===== src/rtl/pic_pkg.sv =====
// Shared FSM type, OCW2 command codes and strobe indices for the 8259A sequencer.
package pic_pkg;

  typedef enum logic [1:0] {
    ST_IDLE = 2'd0,
    ST_ACK1 = 2'd1,
    ST_ACK2 = 2'd2
  } pic_state_e;

  localparam logic [2:0] NS_EOI = 3'b001;
  localparam logic [2:0] SP_EOI = 3'b011;

  localparam int ICW1_BIT = 0;
  localparam int ICW2_BIT = 1;
  localparam int ICW3_BIT = 2;
  localparam int ICW4_BIT = 3;
  localparam int OCW1_BIT = 0;
  localparam int OCW2_BIT = 1;
  localparam int OCW3_BIT = 2;

  localparam logic [2:0] SPURIOUS_LVL = 3'd7;

  // One-hot decode of an interrupt level.
  function automatic logic [7:0] lvl_mask(input logic [2:0] lvl);
    lvl_mask = 8'h01 << lvl;
  endfunction

endpackage


===== src/rtl/pic_priority_resolver.sv =====
// Combinational fixed-priority finder: reports the lowest set bit (IR0 is highest priority).
module pic_priority_resolver #(
  parameter int WIDTH = 8
) (
  input  logic [WIDTH-1:0] vec_i,
  output logic             found_o,
  output logic [2:0]       idx_o
);

  // Scan from the lowest priority upward so the lowest set index is left standing.
  always_comb begin
    found_o = 1'b0;
    idx_o   = 3'd0;
    for (int i = WIDTH - 1; i >= 0; i--) begin
      found_o = found_o | vec_i[i];
      idx_o   = vec_i[i] ? 3'(i) : idx_o;
    end
  end

endmodule


===== src/rtl/interrupt_sequencer.sv =====
// 8259A interrupt core: IRR/ISR/IMR, fixed priority, INT and the two-pulse INTA handshake.
// Optional feature: define PIC_AUTO_EOI_EN to enable ICW4 automatic EOI.
module interrupt_sequencer
  import pic_pkg::*;
#(
  parameter int NUM_IR = 8
) (
  input  logic              clk,
  input  logic              rst,
  input  logic [NUM_IR-1:0] ir,
  input  logic              inta_n,
  input  logic [3:0]        icw_wr,
  input  logic [2:0]        ocw_wr,
  input  logic [7:0]        wr_data,
  output logic              int_out,
  output logic [7:0]        interrupt_vector,
  output logic              iv_ready,
  output logic [NUM_IR-1:0] irr,
  output logic [NUM_IR-1:0] isr,
  output logic [NUM_IR-1:0] imr
);

  pic_state_e        state_q, state_d;
  logic [NUM_IR-1:0] irr_q, irr_d;
  logic [NUM_IR-1:0] isr_q, isr_d;
  logic [NUM_IR-1:0] imr_q, imr_d;
  logic [NUM_IR-1:0] ir_prev_q, ir_prev_d;
  logic              ltim_q, ltim_d;
  logic [4:0]        base_q, base_d;
  logic [2:0]        level_q, level_d;
  logic [7:0]        vector_q, vector_d;
  logic              int_out_q, int_out_d;
  logic              ack2_q, ack2_d;
  logic              inta_n_q;

  logic              icw1_s;
  logic              inta_fall_s;
  logic              inta_rise_s;
  logic [NUM_IR-1:0] req_set_s;
  logic [NUM_IR-1:0] masked_s;
  logic              pend_found_s;
  logic [2:0]        pend_idx_s;
  logic              isr_found_s;
  logic [2:0]        isr_idx_s;
  logic              qualify_s;
  logic [NUM_IR-1:0] eoi_clr_s;
  logic [NUM_IR-1:0] ack_set_s;
  logic [NUM_IR-1:0] aeoi_clr_s;
  logic              aeoi_s;
  logic              unused_s;

  assign icw1_s      = icw_wr[ICW1_BIT];
  assign inta_fall_s = inta_n_q & ~inta_n;
  assign inta_rise_s = ~inta_n_q & inta_n;
  assign req_set_s   = ltim_q ? ir : (ir & ~ir_prev_q);
  assign masked_s    = irr_q & ~imr_q;

  pic_priority_resolver #(.WIDTH(NUM_IR)) u_irr_prio (
    .vec_i   (masked_s),
    .found_o (pend_found_s),
    .idx_o   (pend_idx_s)
  );

  pic_priority_resolver #(.WIDTH(NUM_IR)) u_isr_prio (
    .vec_i   (isr_q),
    .found_o (isr_found_s),
    .idx_o   (isr_idx_s)
  );

  // A request is only presented when it outranks everything already in service.
  assign qualify_s = pend_found_s & (~isr_found_s | (pend_idx_s < isr_idx_s));

`ifdef PIC_AUTO_EOI_EN
  logic aeoi_q;

  // AEOI mode bit, loaded from ICW4.
  always_ff @(posedge clk) begin
    if (rst) begin
      aeoi_q <= 1'b0;
    end else if (!icw1_s && icw_wr[ICW4_BIT]) begin
      aeoi_q <= wr_data[1];
    end
  end

  assign aeoi_s   = aeoi_q;
  assign unused_s = ^{icw_wr[ICW3_BIT], ocw_wr[OCW3_BIT]};
`else
  assign aeoi_s   = 1'b0;
  assign unused_s = ^{icw_wr[ICW3_BIT], icw_wr[ICW4_BIT], ocw_wr[OCW3_BIT]};
`endif

  // OCW2 end-of-interrupt decode; codes other than NS/SP EOI are ignored.
  always_comb begin
    eoi_clr_s = 8'h00;
    if (ocw_wr[OCW2_BIT]) begin
      case (wr_data[7:5])
        NS_EOI:  eoi_clr_s = isr_found_s ? lvl_mask(isr_idx_s) : 8'h00;
        SP_EOI:  eoi_clr_s = lvl_mask(wr_data[2:0]);
        default: eoi_clr_s = 8'h00;
      endcase
    end else begin
      eoi_clr_s = 8'h00;
    end
  end

  // Handshake FSM: the level is frozen at the first INTA, the vector follows it.
  always_comb begin
    state_d    = state_q;
    level_d    = level_q;
    vector_d   = vector_q;
    ack_set_s  = 8'h00;
    aeoi_clr_s = 8'h00;
    if (icw1_s) begin
      state_d = ST_IDLE;
    end else begin
      case (state_q)
        ST_IDLE: begin
          if (inta_fall_s) begin
            state_d = ST_ACK1;
            if (qualify_s) begin
              level_d   = pend_idx_s;
              ack_set_s = lvl_mask(pend_idx_s);
            end else begin
              level_d = SPURIOUS_LVL;
            end
            vector_d = {base_q, level_d};
          end else begin
            state_d = ST_IDLE;
          end
        end
        ST_ACK1: begin
          if (inta_fall_s) begin
            state_d = ST_ACK2;
          end else begin
            state_d = ST_ACK1;
          end
        end
        ST_ACK2: begin
          if (inta_rise_s) begin
            state_d    = ST_IDLE;
            aeoi_clr_s = aeoi_s ? lvl_mask(level_q) : 8'h00;
          end else begin
            state_d = ST_ACK2;
          end
        end
        default: state_d = ST_IDLE;
      endcase
    end
  end

  // Register next-state: EOI clears before the acknowledge sets, ack clear beats a new edge.
  always_comb begin
    if (icw1_s) begin
      irr_d     = 8'h00;
      isr_d     = 8'h00;
      imr_d     = 8'h00;
      ir_prev_d = 8'h00;
      ltim_d    = wr_data[3];
      base_d    = base_q;
      int_out_d = 1'b0;
      ack2_d    = 1'b0;
    end else begin
      irr_d     = (irr_q | req_set_s) & ~ack_set_s;
      isr_d     = (isr_q & ~(eoi_clr_s | aeoi_clr_s)) | ack_set_s;
      imr_d     = ocw_wr[OCW1_BIT] ? wr_data : imr_q;
      ir_prev_d = ir;
      ltim_d    = ltim_q;
      base_d    = icw_wr[ICW2_BIT] ? wr_data[7:3] : base_q;
      int_out_d = (state_q == ST_IDLE) && !inta_fall_s && qualify_s;
      ack2_d    = (state_d == ST_ACK2);
    end
  end

  // State and register update with synchronous reset.
  always_ff @(posedge clk) begin
    if (rst) begin
      state_q   <= ST_IDLE;
      irr_q     <= 8'h00;
      isr_q     <= 8'h00;
      imr_q     <= 8'h00;
      ir_prev_q <= 8'h00;
      ltim_q    <= 1'b0;
      base_q    <= 5'd0;
      level_q   <= 3'd0;
      vector_q  <= 8'h00;
      int_out_q <= 1'b0;
      ack2_q    <= 1'b0;
      inta_n_q  <= 1'b1;
    end else begin
      state_q   <= state_d;
      irr_q     <= irr_d;
      isr_q     <= isr_d;
      imr_q     <= imr_d;
      ir_prev_q <= ir_prev_d;
      ltim_q    <= ltim_d;
      base_q    <= base_d;
      level_q   <= level_d;
      vector_q  <= vector_d;
      int_out_q <= int_out_d;
      ack2_q    <= ack2_d;
      inta_n_q  <= inta_n;
    end
  end

  // Vector is driven only while INTA is still low inside ACK2.
  assign iv_ready         = ack2_q & ~inta_n;
  assign int_out          = int_out_q;
  assign interrupt_vector = vector_q;
  assign irr              = irr_q;
  assign isr              = isr_q;
  assign imr              = imr_q;

endmodule


===== config.mk =====
export PLATFORM = sky130hd
export DESIGN_NAME = interrupt_sequencer
export DESIGN_NICKNAME = d
export VERILOG_FILES = /design/src/rtl/pic_pkg.sv /design/src/rtl/pic_priority_resolver.sv /design/src/rtl/interrupt_sequencer.sv
export SDC_FILE = /design/constraint.sdc
export NUM_CORES = 1
export LEC_CHECK = 0
export BUFFER_PORTS_ARGS = -buffer_cell sky130_fd_sc_hd__buf_2
export CAP_MARGIN = 40
export CORE_MARGIN = 3
export CORE_UTILIZATION = 55
export CTS_BUF_LIST = sky130_fd_sc_hd__clkbuf_4 sky130_fd_sc_hd__clkbuf_8
export DETAILED_ROUTE_END_ITERATION = 8
export PLACE_DENSITY = 0.89
export SLEW_MARGIN = 20
export SYNTH_ARGS = -nofsm -noshare
export SYNTH_HDL_FRONTEND = slang
export SYNTH_SLANG_ARGS = --single-unit

===== constraint.sdc =====
create_clock -name clk -period 7.37 [get_ports clk]
set_input_delay 1.474 -clock clk [delete_from_list [all_inputs] [get_ports clk]]
set_output_delay 1.474 -clock clk [all_outputs]
set_load 0.005 [all_outputs]

==> results by stage <==
Logic synthesis:
- The share of flip-flops with an asynchronous set or reset is 0%.
- By area the synthesized netlist is led by sky130_fd_sc_hd__dfxtp_1 45%, sky130_fd_sc_hd__mux2i_1 8.4%, sky130_fd_sc_hd__nor2_1 6.1%.
- After synthesis the cells add up to 0.00226 mm^2.
- The share of the Yosys chip area taken by registers is 45.2%.
- Counting every instance in the synthesized netlist gives 250.
- The number of enable-type register cells in the synthesized netlist is 0.
- By instance count, the leading cell after synthesis is sky130_fd_sc_hd__dfxtp_1.
- Synthesis inferred 51 register bits.
- The fraction of post-synthesis cell area in the top cell type by area is 45.2%.
- The library cell occupying the most area in the post-synthesis netlist is sky130_fd_sc_hd__dfxtp_1.
- The Yosys step of the flow raised 0 warnings.
- The synthesized netlist net count is 278.
- The primary flip-flop cell chosen by synthesis mapping is sky130_fd_sc_hd__dfxtp_1.
- The number of unique standard cell types used by synthesis is 48.
- By count the netlist is led by 51 x sky130_fd_sc_hd__dfxtp_1, 37 x sky130_fd_sc_hd__nor2_1, 19 x sky130_fd_sc_hd__mux2i_1.
- Each instance of the synthesized netlist takes up on average 9.03 um^2.

STA:
- The number of pins exceeding their max-slew limit in the final report is 0.
- The relative slew slack is 62.8%.
- The final number of setup-violating endpoints is 0.
- The portion of the clock cycle consumed by the worst path in the final layout is 44.6%.
- Setup repair after global routing left no endpoint under its margin.
- The slew at the pin with the worst max-slew slack is 557 ps.
- The final hold violation count came to 0.
- Derived from the worst setup path, the maximum achievable clock frequency is 304 MHz.
- Between clock sinks in the finished design, the worst skew comes to 9.08 ps.
- After routing, the total negative slack on setup checks comes to 0 ps.
- Subtracting the final worst setup slack from the clock period gives 3280 ps.
- The final hold slack is 504 ps.

Setup path:
- Broken down by cell family, the worst path's largest delay share belongs to buffers and inverters.
- The critical path in this run is classified as input port to output port.
- STA classifies the critical path startpoint as an input port.
- STA classifies the critical path endpoint as an output port.
- The signal on the critical path passes through buf_2 -> nor2b_1 -> buf_2.
- The buffers plus inverters on the worst setup path is 2.
- Data arrives at the worst endpoint at 1810 ps.
- The maximum fanout along the worst path is 5.
- The largest single stage delay on the critical path is 130 ps.
- The cell that appears most often on the critical path is sky130_fd_sc_hd__buf_2.
- On the critical path, the stage with the largest delay is an instance of sky130_fd_sc_hd__buf_2.
- The required time at the endpoint of the critical path is 5900 ps.

Layout:
- Compared with the post-synthesis result, the final layout area differs by 19.4%.
- The number of antenna cells inserted is 0.
- For this run, the post-layout net count is 334.
- The count of fill cells added during filler insertion is 298.
- The count of placed standard cells in the final layout, fillers left out is 355.
- The combined flip-flop and latch cell area is 0.00102 mm^2.
- In the final layout, the share of cells above drive strength 1 is 23.8%.
- The area of the multi-input gates is 0.00117 mm^2.
- The finished cells cover 0.00270 mm^2.

Die:
- 60 I/O pins were placed.
- The starting utilization of the core area is 59.5%.
- The placement row count is 22.
- The region available for standard cell placement spans 0.00380 mm^2.
- From bottom edge to top edge, the die measures 70.1 um.
- The die footprint is 0.00491 mm^2.
- The width of the die is 70.1 um.

Drt:
- The routed via count is 2093.
- Before antenna repair, the detailed router went through 4 iterations.
- The count of nets left with antenna violations after detail routing is 0.
- After detailed routing, the average wire length per cell comes to 15.5 um.
- The number of remaining DRC errors is 0.
- Wires add up to 5.49 mm.
- The vias per cell is 5.90.
- After the first detailed-routing iteration, the DRC count stood at 144.

Global routing:
- Global routing finished with a remaining overflow of 0.
- Global routing consumed, over all layers together, 22.6% of the routing resources.
- Entering global routing, the biggest net connects 25 pins.
- The wire length of the first global-routing pass is 8.96 mm.
- The number of antenna violations at the first check in global routing is 0.
- The number of global-route vias before repair is 1873.

Run:
- Max-cap violations in this run came to 0.

Power and ir drop:
- The analysis attributes to net switching a power of 141 uW.
- The combinational power share is 13.2%.
- The internal portion of the total power is 426 uW.
- Summed over all cells, the static leakage comes to 0.00117 uW.
- The power per cell area is 210 mW/mm^2.
- The peak supply drop is 0.152 mV.
- Per report_power, the clock group accounts for 35.2% of the total.
- The part of the power in registers is 51.6%.
- The switching share of power is 24.9%.
- After layout, the design draws a total of 567 uW.

Clock network:
- The tree built by TritonCTS fans out to 51 sinks.
- The TritonCTS clock tree is yes.
- The clock passes through at most 2 buffers.
- The insertion delay to the later sink of the worst-skew pair is 310 ps.
- The number of cells upsized or downsized after cts is 0.
- The post-CTS repair timing setup buffer count is 0.
- The post-CTS clock slew at the launch and capture registers of the worst setup and hold paths is 90 ps.
- In this run, CTS created clock tree buffers numbering 5.
- Clock tree synthesis selected as its root buffer the cell sky130_fd_sc_hd__clkbuf_8.
- The hold-fix buffer count after cts is 0.
- The clock tree synthesis step divided the H-tree into 2 levels.

Placed design:
- The placed cell area is 0.00258 mm^2.
- The number of port buffers is 56.
- Routability-driven placement finished with a final weighted congestion of 0.878.
- Detailed placement finished with a half-perimeter wire length of 4.15 mm.
- The number of placed instances, taps included is 347.

Run status:
- The flow ran to the end, and the final reports show no timing, DRC or antenna violations.

Worst hold path:
- The worst min-delay path category is register to register.
## final cells by class
class,instances,area share (%)
timing repair buffer,58,11.0
clock buffer,6,3.06
inverter,8,1.11
sequential,51,37.9
clock inverter,2,1.30
tap,48,2.23
multi-input combinational,182,43.5
## logic make-up (layout without fill, tap and decap cells)
group / count (synthesis) / in the layout / synth area share [%]
AOI/OAI and AO/OA: 48 / 48 / 15.5
xor gates and xnor gates: 1 / 1 / 0.388
adders and majority gates: 2 / 2 / 1.11
buffers and inverters: 17 / 74 / 2.88
DFF: 51 / 51 / 45.2
muxes: 20 / 20 / 8.92
and+or+nand+nor: 111 / 111 / 26.0
## worst register-to-register path, stage by stage, from the launching register on
cell and delay, ps:
sky130_fd_sc_hd__dfxtp_1 350, sky130_fd_sc_hd__nor2b_1 220, sky130_fd_sc_hd__o221ai_1 160, sky130_fd_sc_hd__a21oi_1 410, sky130_fd_sc_hd__ha_1 310, sky130_fd_sc_hd__o21a_1 190
sky130_fd_sc_hd__o22ai_1 290, sky130_fd_sc_hd__a41oi_4 90, sky130_fd_sc_hd__or4_1 540, sky130_fd_sc_hd__nor3b_1 160
## layer usage
layer / up-vias / global-route usage [%] / part of all wire (%)
li1: 998 / - / -
met1: 979 / 29.6 / 43
met2: 96 / 35.7 / 46
met3: 20 / 6.04 / 8.9
met4: 0 / 8.30 / 2.6
met5: - / 0 / 0
## state kept, by name, indices dropped and copies added (netlist names)
name              cells
inta_n_q              1
state_q               2
irr                   8
imr                   8
ltim_q                1
interrupt_vector      8
base_q                5
ack2_q                1
isr                   8
ir_prev_q             8
int_out               1
## stage by stage
step	util [%]	worst slack [ps]
after floorplan	-	4310
after global placement	67.7	4080
after detailed placement	67.9	4080
after CTS	71.0	4080
after global routing	71.0	4030
final	71.0	4090
## power groups by stage
stage	combinational [uW]	sequential, uW	clock [uW]
finish	74.9	293	200
global route	82.9	294	212
CTS	74.2	293	201
detailed placement	73.4	299	0
global placement	71.1	299	0
floorplan	47.0	298	0
## layout by cell type (no fill, tap or decap), types with 2 or more instances in the layout
cell,Yosys,routed
sky130_fd_sc_hd__inv_1,8,8
sky130_fd_sc_hd__buf_2,1,56
sky130_fd_sc_hd__buf_4,0,2
sky130_fd_sc_hd__a31oi_1,2,2
sky130_fd_sc_hd__mux2i_1,19,19
sky130_fd_sc_hd__a22oi_1,2,2
sky130_fd_sc_hd__clkbuf_8,0,6
sky130_fd_sc_hd__nand3_1,8,8
sky130_fd_sc_hd__o2111ai_1,2,2
sky130_fd_sc_hd__nand2_1,11,11
sky130_fd_sc_hd__a311oi_1,2,2
sky130_fd_sc_hd__and2_1,11,11
sky130_fd_sc_hd__dfxtp_1,51,51
sky130_fd_sc_hd__or2_2,2,2
sky130_fd_sc_hd__nand4_1,2,2
sky130_fd_sc_hd__nor2b_1,10,10
sky130_fd_sc_hd__nand3b_1,2,2
sky130_fd_sc_hd__ha_1,2,2
sky130_fd_sc_hd__nand2b_1,14,14
sky130_fd_sc_hd__a21oi_1,14,14
sky130_fd_sc_hd__or4_1,2,2
sky130_fd_sc_hd__o31ai_1,3,3
sky130_fd_sc_hd__o21ai_0,4,4
sky130_fd_sc_hd__a221oi_1,2,2
sky130_fd_sc_hd__nor2_1,37,37
sky130_fd_sc_hd__and3_1,2,2
sky130_fd_sc_hd__a211oi_1,6,6
sky130_fd_sc_hd__nor3b_1,3,3
## path summary, 6_finish.rpt
kind / slack (ps) / cells past startpoint / from / end
worst min register to register: 500 / 2 / interrupt_vector[2]$_SDFFE_PP0P_ / interrupt_vector[2]$_SDFFE_PP0P_
worst max register to register: 4530 / 9 / irr[6]$_SDFF_PP0_ / irr[2]$_SDFF_PP0_
worst max-delay path: 4090 / 3 / inta_n / iv_ready
worst min-delay path: 500 / 2 / interrupt_vector[2]$_SDFFE_PP0P_ / interrupt_vector[2]$_SDFFE_PP0P_
Note: power is estimated with default switching activity, not from simulation.
